[src/rtl/noc_inject_arbiter.sv]
`default_nettype none
// ============================================================================
// Module : noc_inject_arbiter
// Round-robin merge of NUM_REQ local flit sources into one registered
// router injection port, with an optional global flit budget.
// Rev    : 1.0  initial release
// ============================================================================
module noc_inject_arbiter #(
  parameter int NUM_REQ    = 4,
  parameter int DATA_WIDTH = 37,
  parameter int PKT_LIMIT  = 0
) (
  input  logic                          clk,
  input  logic                          rst,
  input  logic                          i_enable,
  input  logic [NUM_REQ*DATA_WIDTH-1:0] i_req_data,
  input  logic [NUM_REQ-1:0]            i_req_valid,
  output logic [NUM_REQ-1:0]            o_req_ready,
  output logic [DATA_WIDTH-1:0]         o_data,
  output logic                          o_data_valid,
  input  logic                          i_data_ready,
  output logic [31:0]                   o_fwd_count,
  output logic                          o_limit_reached,
  output logic                          o_idle
);

  localparam int               PTR_W     = (NUM_REQ > 1) ? $clog2(NUM_REQ) : 1;
  localparam logic [PTR_W:0]   c_num_req = (PTR_W+1)'(NUM_REQ);
  localparam logic [PTR_W-1:0] c_last    = PTR_W'(NUM_REQ-1);

  typedef enum logic [0:0] {
    EMPTY = 1'b0,
    FULL  = 1'b1
  } state_t;

  state_t                r_state;
  state_t                w_state_nxt;
  logic [PTR_W-1:0]      r_ptr;
  logic [PTR_W-1:0]      w_gnt_idx;
  logic [PTR_W-1:0]      w_ptr_nxt;
  logic [PTR_W:0]        w_sum;
  logic [NUM_REQ-1:0]    w_cand;
  logic [NUM_REQ-1:0]    w_grant;
  logic                  w_found;
  logic                  w_load;
  logic                  w_in_xfer;
  logic                  w_out_xfer;
  logic                  w_limit;
  logic [DATA_WIDTH-1:0] r_data;
  logic [DATA_WIDTH-1:0] w_sel_data;
  logic [31:0]           r_fwd;

  assign w_load = (r_state == EMPTY) || i_data_ready;
  assign w_cand = i_req_valid & {NUM_REQ{i_enable & ~w_limit}};

  // Scan requesters starting at the pointer, wrapping modulo NUM_REQ.
  always_comb begin
    w_found   = 1'b0;
    w_gnt_idx = '0;
    w_sum     = '0;
    for (int i = 0; i < NUM_REQ; i++) begin
      w_sum = {1'b0, r_ptr} + (PTR_W+1)'(i);
      if (w_sum >= c_num_req) begin
        w_sum = w_sum - c_num_req;
      end
      if (!w_found && w_cand[w_sum[PTR_W-1:0]]) begin
        w_found   = 1'b1;
        w_gnt_idx = w_sum[PTR_W-1:0];
      end
    end
  end

  always_comb begin
    w_grant = '0;
    if (w_found) begin
      w_grant[w_gnt_idx] = 1'b1;
    end
  end

  // Ready is forced low while the asynchronous reset is held.
  assign o_req_ready = w_grant & {NUM_REQ{w_load & rst}};
  assign w_in_xfer   = |(i_req_valid & o_req_ready);
  assign w_out_xfer  = (r_state == FULL) && i_data_ready;
  assign w_ptr_nxt   = (w_gnt_idx == c_last) ? '0 : w_gnt_idx + 1'b1;
  assign w_sel_data  = i_req_data[w_gnt_idx*DATA_WIDTH +: DATA_WIDTH];

  always_comb begin
    w_state_nxt = r_state;
    case (r_state)
      EMPTY:   if (w_in_xfer) w_state_nxt = FULL;
      FULL:    if (w_out_xfer && !w_in_xfer) w_state_nxt = EMPTY;
      default: w_state_nxt = EMPTY;
    endcase
  end

  always_ff @(posedge clk or negedge rst) begin
    if (!rst) begin
      r_state <= EMPTY;
      r_ptr   <= '0;
      r_data  <= '0;
      r_fwd   <= '0;
    end else begin
      r_state <= w_state_nxt;
      if (w_in_xfer) begin
        r_data <= w_sel_data;
        r_ptr  <= w_ptr_nxt;
      end
      if (w_out_xfer && (r_fwd != 32'hFFFF_FFFF)) begin
        r_fwd <= r_fwd + 32'd1;
      end
    end
  end

  generate
    if (PKT_LIMIT != 0) begin : g_budget
      logic [31:0] r_acc;
      logic        r_limit;
      // Limit flag latches on the accept that reaches the budget; no grant
      // can follow, so the count never passes PKT_LIMIT.
      always_ff @(posedge clk or negedge rst) begin
        if (!rst) begin
          r_acc   <= '0;
          r_limit <= 1'b0;
        end else if (w_in_xfer) begin
          r_acc <= r_acc + 32'd1;
          if ((r_acc + 32'd1) == 32'(PKT_LIMIT)) begin
            r_limit <= 1'b1;
          end
        end
      end
      assign w_limit = r_limit;
    end else begin : g_unlimited
      assign w_limit = 1'b0;
    end
  endgenerate

  assign o_data          = r_data;
  assign o_data_valid    = (r_state == FULL);
  assign o_fwd_count     = r_fwd;
  assign o_limit_reached = w_limit;
  assign o_idle          = (r_state == EMPTY) && (w_limit || !i_enable);

endmodule
`default_nettype wire

[config.mk]
export PLATFORM = sky130hd
export DESIGN_NAME = noc_inject_arbiter
export DESIGN_NICKNAME = d
export VERILOG_FILES = /design/src/rtl/noc_inject_arbiter.sv
export SDC_FILE = /design/constraint.sdc
export NUM_CORES = 1
export LEC_CHECK = 0
export CAP_MARGIN = 10
export CORE_MARGIN = 2
export CORE_UTILIZATION = 43
export CTS_BUF_LIST = sky130_fd_sc_hd__clkbuf_2 sky130_fd_sc_hd__clkbuf_4 sky130_fd_sc_hd__clkbuf_8
export CTS_CLUSTER_DIAMETER = 30
export CTS_CLUSTER_SIZE = 20
export DETAILED_ROUTE_END_ITERATION = 8
export MAX_ROUTING_LAYER = met4
export PLACE_DENSITY = 0.85
export RECOVER_POWER = 25
export SLEW_MARGIN = 20
export SYNTH_ARGS = -nofsm -noshare
export SYNTH_HDL_FRONTEND = slang
export SYNTH_SLANG_ARGS = --single-unit
[constraint.sdc]
create_clock -name clk -period 3.5 [get_ports clk]
set_clock_uncertainty 0.05 [all_clocks]
set_input_delay 0.7 -clock clk [delete_from_list [all_inputs] [get_ports clk]]
set_output_delay 0.7 -clock clk [all_outputs]
set_load 0.02 [all_outputs]
==> results of run 1 <==
## cell usage after synthesis, drive strengths merged, types with 2 or more instances
library cell  instances  area [µm²]
dfrtp                72        1800
xnor2                17         149
nor3                 50         255
mux2                  3        33.8
nor2b                 2        12.5
clkbuf               31         116
and4                  3        26.3
o221a                37         417
ha                    2        25.0
or3                   2        12.5
a211oi               37         278
a21oi                 4        20.0
inv                   6        22.5
nand3b                2        15.0
buf                  37         235
nand4                13        81.3
o21ai                39         195
nand3                89         445
and2                  5        31.3
nand2b                2        20.0
o2111ai              37         324
xor2                 10        87.6
nand2                16        60.1
nor2                 17        66.3
and3                  5        31.3
## layout make-up
type	instances	area share
Clock buffer	9	0.0164
Multi-Input combinational cell	411	0.375
Timing Repair Buffer	255	0.333
Sequential cell	72	0.239
Inverter	7	0.00365
Tap cell	143	0.0238
Clock inverter	7	0.00963
## worst register-to-register path: stages, from the launching register on
cell       delay (ps)
dfrtp_1           560
mux4_2            570
nand4_1           150
o21ai_4            70
and2_4            180
ha_1              210
nand2_1           210
buf_12            220
a211oi_1           90
o2111ai_1         280
o221a_1           210
## metrics by stage
step	total power, mW	setup WS, ps
detailed placement	2.99	-267
finish	3.64	149
CTS	3.65	23.9
floorplan	2.15	291
global route	3.83	65.4
global placement	2.96	-216
## flip-flops by register name, indices dropped and copies added, names as in the netlist
name,count
o_data_valid,1
o_data,37
r_ptr,2
o_fwd_count,32
## power by group through the flow
stage	Sequential, mW	Clock [mW]	Combinational [mW]
final	1.22	0.653	1.77
after global routing	1.25	0.714	1.87
after CTS	1.22	0.666	1.77
after detailed placement	1.23	0	1.77
after global placement	1.22	0	1.74
after floorplan	1.43	0	0.718
## path summary, 6_finish.rpt
kind                                  from              end  slack (ps)  depth (start not counted)
hold / removal             o_fwd_count[13]  o_fwd_count[13]         460                          1
hold reg to reg            o_fwd_count[13]  o_fwd_count[13]         460                          1
setup reg to reg                  r_ptr[0]       o_data[12]         650                         10
min in group asynchronous              rst   o_fwd_count[2]         990                          2
setup / recovery            i_req_valid[3]   o_req_ready[3]         150                          8
max in group asynchronous              rst       o_data[10]        1360                          2
## per-layer routing
layer	vias up	GRT usage
met5	-	-
met4	0	0.0955
met3	31	0.0555
met2	296	0.472
met1	2730	0.350
li1	2579	-
## timing repair
item                                    CTS  global route
gates cloned                              0             0
pin swaps                                 1             0
setup buffers                             0             0
resized for setup                         7             2
endpoints found under the setup margin    4             1
## kinds of logic (layout without fill, tap and decap cells)
kind of cell             after synthesis  after routing
XOR/XNOR                              27             27
multiplexers                           5              5
adder cells (fa/ha/maj)                2              2
buffers and inverters                 75            278
AO/OA/AOI/OAI                        166            166
flip-flops                            72             72
AND/OR/NAND/NOR                      210            210
other                                  1              1
==> summary.txt, run 1 <==
Status = finished, violations left
Failing checks = capacitance limit, slew limit
Share of the clock period used by the worst path = 0.957
Peak VDD IR = 0.000359 V
Cells after Synth = 558
Post-CTS Hold Fix Bufs = 0
Fin Setup TNS = 0 ps
Die height = 112 µm
Worst setup SP type = primary input
DR top layer = met4
Most common cell after layout, fill and taps aside = clkdlybuf4s50_1
Root buffer cell = clkbuf_8
CTS tree = done
Final GP Congestion = 0.873
Nets = 914
Vias in the first global route = 5575
Flop pwr share = 0.335
Max cap viols = 1
Tightest Hold Check Type = reg -> reg
Crit path DAT = 2600 ps
Power density cells = 483 nW/µm²
Final period demand of the worst path = 3350 ps
Gate power share = 0.486
Fin. Hold Viols = 0
PortBufs = 230
Internal cell power = 2.22 mW
Placed Cells = 888
Cell Area, Synth = 4970 µm²
Routed wl met2 = 8870 µm
Die area = 12400 µm²
Crit-path max FO = 6
Net load switching power = 1.42 mW
Slowest stage cell, crit path = mux4_2
Critical-path cell list = clkdlybuf4s50_1 -> mux4_2 -> nand4_1 -> o21ai_4 -> and2_4 -> ha_1 -> and2_1 -> clkdlybuf4s15_2
Drt initial violations = 596
Fillers = 942
Top Ports = 232
Avg WL per Cell = 19.4 µm
Most frequent cells in the layout = 224 x clkdlybuf4s50_1, 89 x nand3_1, 72 x dfrtp_1
Placed Area = 7340 µm²
Post-layout instance area = 7530 µm²
Hpwl dp = 12200 µm
Routed vias/inst = 6.23
Met3 WL = 1330 µm
Clock Path Buffers = 2
CP max stage delay = 480 ps
Die Wd = 112 µm
Seq/Total Area, Yosys = 0.362
Mapped Nets = 716
Unrepaired setup endpoints after global routing = false
1st-pass router iterations = 5
Avg Synthesized Cell Area = 8.92 µm²
Mux share of post-synthesis cell area = 0.0133
Final Util = 0.662
Core region area = 11400 µm²
Vias = 5636
Largest net degree at the start of global routing = 75
Top_reg_cell synth = dfrtp_1
Ys Warns = 0
Drc violations = 0
H-tree levels = 3
Setup CP Type = in -> out
Initial Util = 0.438
Post-synth cell types = 55
Largest delay share family, worst path = buffers and inverters
Compound-Gate Fraction of Synth Area = 0.274
Global-route wire length before repair = 27900 µm
Post-synth EDFFs = 0
Clk network pwr share = 0.179
XOR/XNOR Fraction of Synth Area = 0.0475
Fin cells = 904
Least-Margin Pin Slew = 1780 ps
Leakage = 2.73 nW
CTS clk-pin slew, worst paths = 70 ps
Grt ovf = 0
Inserted Clock Buffers = 9
Clock Sinks = 72
Largest family of logic cells by synthesized area = compound AO/OA/AOI/OAI gates
Critical Path RT = 2750 ps
Normalized max-slew margin = -0.189
Multi-input logic area = 2820 µm²
Fmax = 298 MHz
Sequential cell area = 1800 µm²
# setup viols final = 0
Diode count = 0
Rows = 39
Antenna viol nets, final = 0
Sw Share = 0.391
P&R area growth vs syn = 51.4%
Hold Slack = 455 ps
Post-Synth Simple-Gate Area = 0.221
Setup crit end kind = output pin
Total wire length = 17500 µm
Met1 wire length = 6970 µm
Clk Latency, worst-skew pair = 350 ps
GRT Total Usage = 0.285
Async S/R FF share, synth = 1.00
Synth Area in Adders = 0.00503
WP buf/inv = 2
Initial antenna violation count = 0
#FFs+latches synth = 72
Layout cells sized above 1 = 0.0854
Slew Limit Fails = 73
(Power assumes the default switching activity.)
==> inputs of run 2 (changes only) <==
--- a/config.mk
+++ b/config.mk
@@ -10,12 +10,12 @@
 export CORE_UTILIZATION = 43
 export CTS_BUF_LIST = sky130_fd_sc_hd__clkbuf_2 sky130_fd_sc_hd__clkbuf_4 sky130_fd_sc_hd__clkbuf_8
 export CTS_CLUSTER_DIAMETER = 30
-export CTS_CLUSTER_SIZE = 20
+export CTS_CLUSTER_SIZE = 24
 export DETAILED_ROUTE_END_ITERATION = 8
 export MAX_ROUTING_LAYER = met4
 export PLACE_DENSITY = 0.85
 export RECOVER_POWER = 25
-export SLEW_MARGIN = 20
+export SKIP_LAST_GASP = 1
 export SYNTH_ARGS = -nofsm -noshare
 export SYNTH_HDL_FRONTEND = slang
 export SYNTH_SLANG_ARGS = --single-unit
==> run 2 against run 1 <==
  * The run still ends with capacitance limit, slew limit left
  * Non-clock buffer count unchanged
  * Sequential share of layout area about the same
  * Hold slack got worse by 5.7 ps
  * Core utilization decreased by 0.088 points
  * Wire length increased by 0.25%
  * Register-to-register slack got worse by 70 ps
  * Largest power group unchanged
==> summary.txt, run 2 (synthesis results as in run 1) <==
Reg2reg start = r_ptr[0]
Largest net degree at the start of global routing = 75 (unchanged)
Final total power = 3.64 mW (about the same)
P&R area growth vs syn = 51.2%
Inserted Clock Buffers = 9 (unchanged)
Fmax = 293 MHz (-1.7%)
CP endpoint = o_req_ready[0]
Hold path cells = 1 (unchanged)
Power density cells = 484 nW/µm² (+0.12%)
Routed vias/inst = 6.26 (+0.37%)
Max cap viols = 1 (unchanged)
PortBufs = 230 (unchanged)
H-tree levels = 3 (unchanged)
Fin. Hold Viols = 0 (unchanged)
Final Util = 0.662 (-0.000881)
Fillers = 943 (+0.11%)
Initial antenna violation count = 0 (unchanged)
Setup CP Type = in -> out
Normalized max-slew margin = -0.188 (+0.000211)
Tightest Hold Check Type = reg -> reg
Die Wd = 112 µm (unchanged)
Most common cell after layout, fill and taps aside = clkdlybuf4s50_1
Root buffer cell = clkbuf_8
Peak VDD IR = 0.000359 V (-0.10%)
Grt ovf = 0 (unchanged)
Avg WL per Cell = 19.4 µm (+0.25%)
Crit path DAT = 2660 ps (+60 ps)
CP max stage delay = 500 ps (+20 ps)
WP buf/inv = 2 (unchanged)
Critical Path RT = 2750 ps (about the same)
Placed Area = 7340 µm² (unchanged)
Core region area = 11400 µm² (unchanged)
Post-layout instance area = 7520 µm² (-0.13%)
Hold Slack = 450 ps (-5.69 ps)
Largest delay share family, worst path = buffers and inverters
Antenna viol nets, final = 0 (unchanged)
Leakage = 2.72 nW (-0.34%)
Post-CTS Hold Fix Bufs = 0 (unchanged)
CTS clk-pin slew, worst paths = 70 ps (about the same)
Drt initial violations = 559 (-6.2%)
Status = finished, violations left
Hpwl dp = 12200 µm (unchanged)
Crit path from = i_req_valid[2]
Crit-path max FO = 6 (unchanged)
Vias = 5657 (+0.37%)
Max reg flops = 37 (unchanged)
Final GP Congestion = 0.873 (unchanged)
Slowest stage cell, crit path = mux4_2
CTS tree = done
Unrepaired setup endpoints after global routing = false
Post-route setup slack = 90.9 ps (-58.4 ps)
Layout cells sized above 1 = 0.0854 (unchanged)
Rows = 39 (unchanged)
Setup crit end kind = output pin
Total wire length = 17600 µm (+0.25%)
Clock Sinks = 72 (unchanged)
Nets = 914 (unchanged)
WP depth = 7 (-1)
1st-pass router iterations = 5 (unchanged)
Clock Path Buffers = 2 (unchanged)
Failing checks = capacitance limit, slew limit
Most frequent cells in the layout = 225 x clkdlybuf4s50_1, 89 x nand3_1, 72 x dfrtp_1
Diode count = 0 (unchanged)
Die area = 12400 µm² (unchanged)
Initial Util = 0.438 (unchanged)
# setup viols final = 0 (unchanged)
Final period demand of the worst path = 3410 ps (+58.4 ps)
Drc violations = 0 (unchanged)
Critical-path cell list = clkdlybuf4s50_1 -> mux4_2 -> nand4_1 -> o21ai_4 -> and2_2 -> nor3_1 -> dlygate4sd2_1
Slew Limit Fails = 73 (unchanged)
Clk Latency, worst-skew pair = 350 ps (about the same)
Reg-to-Reg End = o_data[12]
Post-CTS Setup Bufs = 0 (unchanged)
Setup WS pre-CTS = -267 ps (unchanged)
Die height = 112 µm (unchanged)
Global-route wire length before repair = 27800 µm (-0.30%)
Vias in the first global route = 5579 (+0.072%)
Worst setup SP type = primary input
Reg2reg path depth = 10 (unchanged)
Least-Margin Pin Slew = 1780 ps (-0.316 ps)
Reg2reg setup slack = 580 ps (-70 ps)
GRT Total Usage = 0.284 (-0.000833)
Share of the clock period used by the worst path = 0.974 (+0.0167)
Top Ports = 232 (unchanged)
run 2: cell count changes in the layout (fill, tap and decap cells not counted):
cell and change:
clkdlybuf4s15_2 -1, and2_2 +1, dlymetal6s2s_1 -1, clkdlybuf4s50_1 +1, and2_4 -1, clkbuf_2 +1
run 2: worst min path at each step:
stage	startpoint	endpoint	slack, ps
after floorplan	rst	o_data[0]	350
after global placement	o_fwd_count[13]	o_fwd_count[13]	430
after detailed placement	o_fwd_count[13]	o_fwd_count[13]	440
after CTS	o_fwd_count[13]	o_fwd_count[13]	450
after global routing	o_fwd_count[13]	o_fwd_count[13]	470
final	o_fwd_count[13]	o_fwd_count[13]	450
run 2: power by group:
| group | switching (mW) | internal (mW) |
|---|---|---|
| Clock | 0.324 | 0.327 |
| Sequential | 0.178 | 1.04 |
| Combinational | 0.923 | 0.845 |
run 2: routing by layer:
metal	GRT usage	routed length (µm)	vias up
met2	0.473	8860	338
met3	0.0555	1510	31
li1	-	-	2575
met1	0.347	6830	2713
met4	0.0955	362	0
met5	-	0	-
run 2: repair_timing:
action / 4_1_cts / 5_1_grt
resized for setup: 4 / 3
cloned: 0 / 0
setup endpoints to repair: 4 / 3
pin swaps: 0 / 1
run 2: per-stage QoR:
| step | TNS [ps] | cells |
|---|---|---|
| 6_report | 0 | 904 |
| 5_1_grt | 0 | 904 |
| 4_1_cts | -53.3 | 904 |
| 3_5_place_dp | -729 | 888 |
| 3_3_place_gp | -552 | 888 |
| 2_1_floorplan | 0 | 558 |
run 2: area by class of cell:
class | count | area, µm² | share of cell area
multi-input combinational | 411 | 2820 | 0.375
inverter | 7 | 27.5 | 0.00366
clock inverter | 7 | 72.6 | 0.00965
tap | 143 | 179 | 0.0238
clock buffer | 9 | 124 | 0.0165
sequential | 72 | 1800 | 0.240
timing repair buffer | 255 | 2500 | 0.332
==> inputs of run 3 (changes only) <==
--- a/config.mk
+++ b/config.mk
@@ -7,13 +7,14 @@
 export LEC_CHECK = 0
 export CAP_MARGIN = 10
 export CORE_MARGIN = 2
-export CORE_UTILIZATION = 43
+export CORE_UTILIZATION = 45
 export CTS_BUF_LIST = sky130_fd_sc_hd__clkbuf_2 sky130_fd_sc_hd__clkbuf_4 sky130_fd_sc_hd__clkbuf_8
 export CTS_CLUSTER_DIAMETER = 30
 export CTS_CLUSTER_SIZE = 24
 export DETAILED_ROUTE_END_ITERATION = 8
+export DONT_BUFFER_PORTS = 1
 export MAX_ROUTING_LAYER = met4
-export PLACE_DENSITY = 0.85
+export PLACE_DENSITY = 0.62
 export RECOVER_POWER = 25
 export SKIP_LAST_GASP = 1
 export SYNTH_ARGS = -nofsm -noshare
==> run 3 against run 2 <==
  * The flow still finishes with violations (capacitance limit, slew limit)
  * Power is 15% lower
  * Via count is 20% lower
  * Count of clock-buffer cells in the layout is 1 higher
  * Sequential share of layout area is 11 points higher
  * Worst setup slack better by 110 ps
  * Non-clock buffer count is 237 lower
  * Fmax is 3.3% higher
==> summary.txt, run 3 (synthesis results as in run 1) <==
Status = finished, violations left
Worst Hold Path EP = o_data_valid
Critical Path RT = 2750 ps (about the same)
Fmax = 303 MHz (+3.3%)
Antenna viol nets, final = 0 (unchanged)
Inserted Clock Buffers = 9 (unchanged)
Normalized max-slew margin = -0.191 (-0.00231)
Tightest Hold Check Type = in -> reg
Layout cells sized above 1 = 0.107 (+0.0215)
Most frequent cells in the layout = 89 x nand3_1, 72 x dfrtp_1, 49 x nor3_1
Global-route wire length before repair = 22500 µm (-19%)
Clock Path Buffers = 2 (unchanged)
Die area = 11900 µm² (-4.3%)
CP most frequent cell = buf_4
Routing usage on met3 = 0.0580 (+0.00245)
Final period demand of the worst path = 3300 ps (-110 ps)
Leakage = 1.80 nW (-34%)
Rows = 38 (-2.6%)
1st-pass router iterations = 5 (unchanged)
Sequential cell area = 1800 µm² (unchanged)
# setup viols final = 0 (unchanged)
Least-Margin Pin Slew = 1790 ps (+3.47 ps)
Peak VDD IR = 0.000249 V (-31%)
Post-CTS Setup Bufs = 0 (unchanged)
M2 GR Usage = 0.403 (-0.0695)
CTS resizes = 0 (-4)
Top Ports = 232 (unchanged)
CP max stage delay = 550 ps (+50 ps)
Initial antenna violation count = 0 (unchanged)
Fin. Hold Viols = 0 (unchanged)
P&R area growth vs syn = 4.07%
Max reg flops = 37 (unchanged)
Unrepaired setup endpoints after global routing = false
Total wire length = 14900 µm (-15%)
Setup WS pre-CTS = 499 ps (+765 ps)
Setup CP Type = reg -> out
Nets = 677 (-26%)
Max cap viols = 1 (unchanged)
GRT Total Usage = 0.248 (-0.0358)
Setup crit end kind = output pin
Critical-path cell list = mux4_2 -> nand4_1 -> o21ai_4 -> and2_1 -> buf_4 -> nor3_1 -> buf_4
Post-route setup slack = 200 ps (+110 ps)
Multi-input logic area = 2820 µm² (about the same)
Slew Limit Fails = 73 (unchanged)
Core region area = 10800 µm² (-5.1%)
Met1 Usage GRT = 0.302 (-0.0448)
Failing checks = capacitance limit, slew limit
Grt ovf = 0 (unchanged)
Crit path DAT = 2550 ps (-110 ps)
Reg2reg start = r_ptr[0]
Drt initial violations = 356 (-36%)
Largest net degree at the start of global routing = 75 (unchanged)
Vias = 4548 (-20%)
HP Start = i_data_ready
Fin Setup TNS = 0 ps (unchanged)
Fillers = 1033 (+9.5%)
Slowest stage cell, crit path = dfrtp_1
Final GP Congestion = 0.859 (-1.7%)
Worst setup SP type = flip-flop
Root buffer cell = clkbuf_8
Routed vias/inst = 6.85 (+9.5%)
Diode count = 0 (unchanged)
Vias in the first global route = 4326 (-22%)
Clk Latency, worst-skew pair = 340 ps (about the same)
Die height = 109 µm (-2.2%)
CTS tree = done
Reg2reg setup slack = 630 ps (+50 ps)
Most common cell after layout, fill and taps aside = nand3_1
Share of the clock period used by the worst path = 0.943 (-0.0313)
Reg2reg path depth = 10 (unchanged)
CTS clk-pin slew, worst paths = 70 ps (about the same)
Initial Util = 0.461 (+0.0234)
Reg-to-Reg End = o_data[35]
Power density cells = 599 nW/µm² (+24%)
Hpwl dp = 10000 µm (-18%)
Avg WL per Cell = 22.4 µm (+15%)
Clock Sinks = 72 (unchanged)
PortBufs = 0 (-100%)
Hold path cells = 2 (+1)
H-tree levels = 3 (unchanged)
Die Wd = 109 µm (-2.2%)
Crit-path max FO = 19 (+13)
GR peak layer = met2
Drc violations = 0 (unchanged)
## run 3: cell count changes in the layout (fill, tap and decap cells not counted), moves of 2 or more
| cell | before | now |
|---|---|---|
| buf_12 | 2 | 0 |
| clkinvlp_4 | 5 | 1 |
| inv_6 | 0 | 2 |
| dlygate4sd2_1 | 3 | 0 |
| clkdlybuf4s50_1 | 225 | 0 |
| buf_4 | 22 | 17 |
## run 3: timing repair
action,in CTS,in global routing
setup endpoints to repair,0,0
endpoints found under the hold margin,72,0
hold buffers,1,0
## run 3: worst max-delay path by stage
stage | start | end | slack, ps | cells past startpoint
final | r_ptr[0] | o_req_ready[2] | 200 | 7
after global routing | r_ptr[0] | o_req_ready[0] | 40 | 7
after CTS | r_ptr[0] | o_req_ready[2] | 180 | 7
after detailed placement | i_req_valid[2] | o_req_ready[2] | 500 | 7
after global placement | i_req_valid[2] | o_req_ready[0] | 510 | 7
after floorplan | i_req_valid[2] | o_data[13] | 290 | 13
## run 3: stage by stage
step	hold slack, ps	instances	util	power (mW)	cell area, µm²
after floorplan	354	558	-	2.15	4970
after global placement	356	647	0.459	2.33	4950
after detailed placement	356	647	0.459	2.36	4950
after CTS	183	664	0.482	3.13	5200
after global routing	488	664	0.480	3.27	5180
final	493	664	0.480	3.10	5180
## run 3: critical path, delay by kind of cell, from the launching register on
| family | cells | cell delay [ps] |
|---|---|---|
| AOI/OAI and AO/OA | 1 | 70 |
| buffers and inverters | 2 | 410 |
| DFF | 1 | 550 |
| muxes | 1 | 540 |
| and+or+nand+nor | 3 | 630 |
## run 3: layout make-up
| type | instances | area share |
|---|---|---|
| clock buffers | 10 | 0.0254 |
| clock inverters | 6 | 0.0174 |
| inverters | 7 | 0.00532 |
| multi-input cells | 411 | 0.544 |
| flip-flops and latches | 72 | 0.348 |
| well taps | 140 | 0.0338 |
| repair buffers | 18 | 0.0256 |
## run 3: where the power goes
part	internal [mW]	switching, mW	leakage (nW)
Sequential	1.04	0.486	0.866
Clock	0.414	0.329	0.111
Combinational	0.342	0.491	0.823
## run 3: layer usage
metal	up-vias	part of all wire
met4	0	0.018
met2	245	0.49
met5	-	0
li1	2110	-
met1	2168	0.41
met3	25	0.084
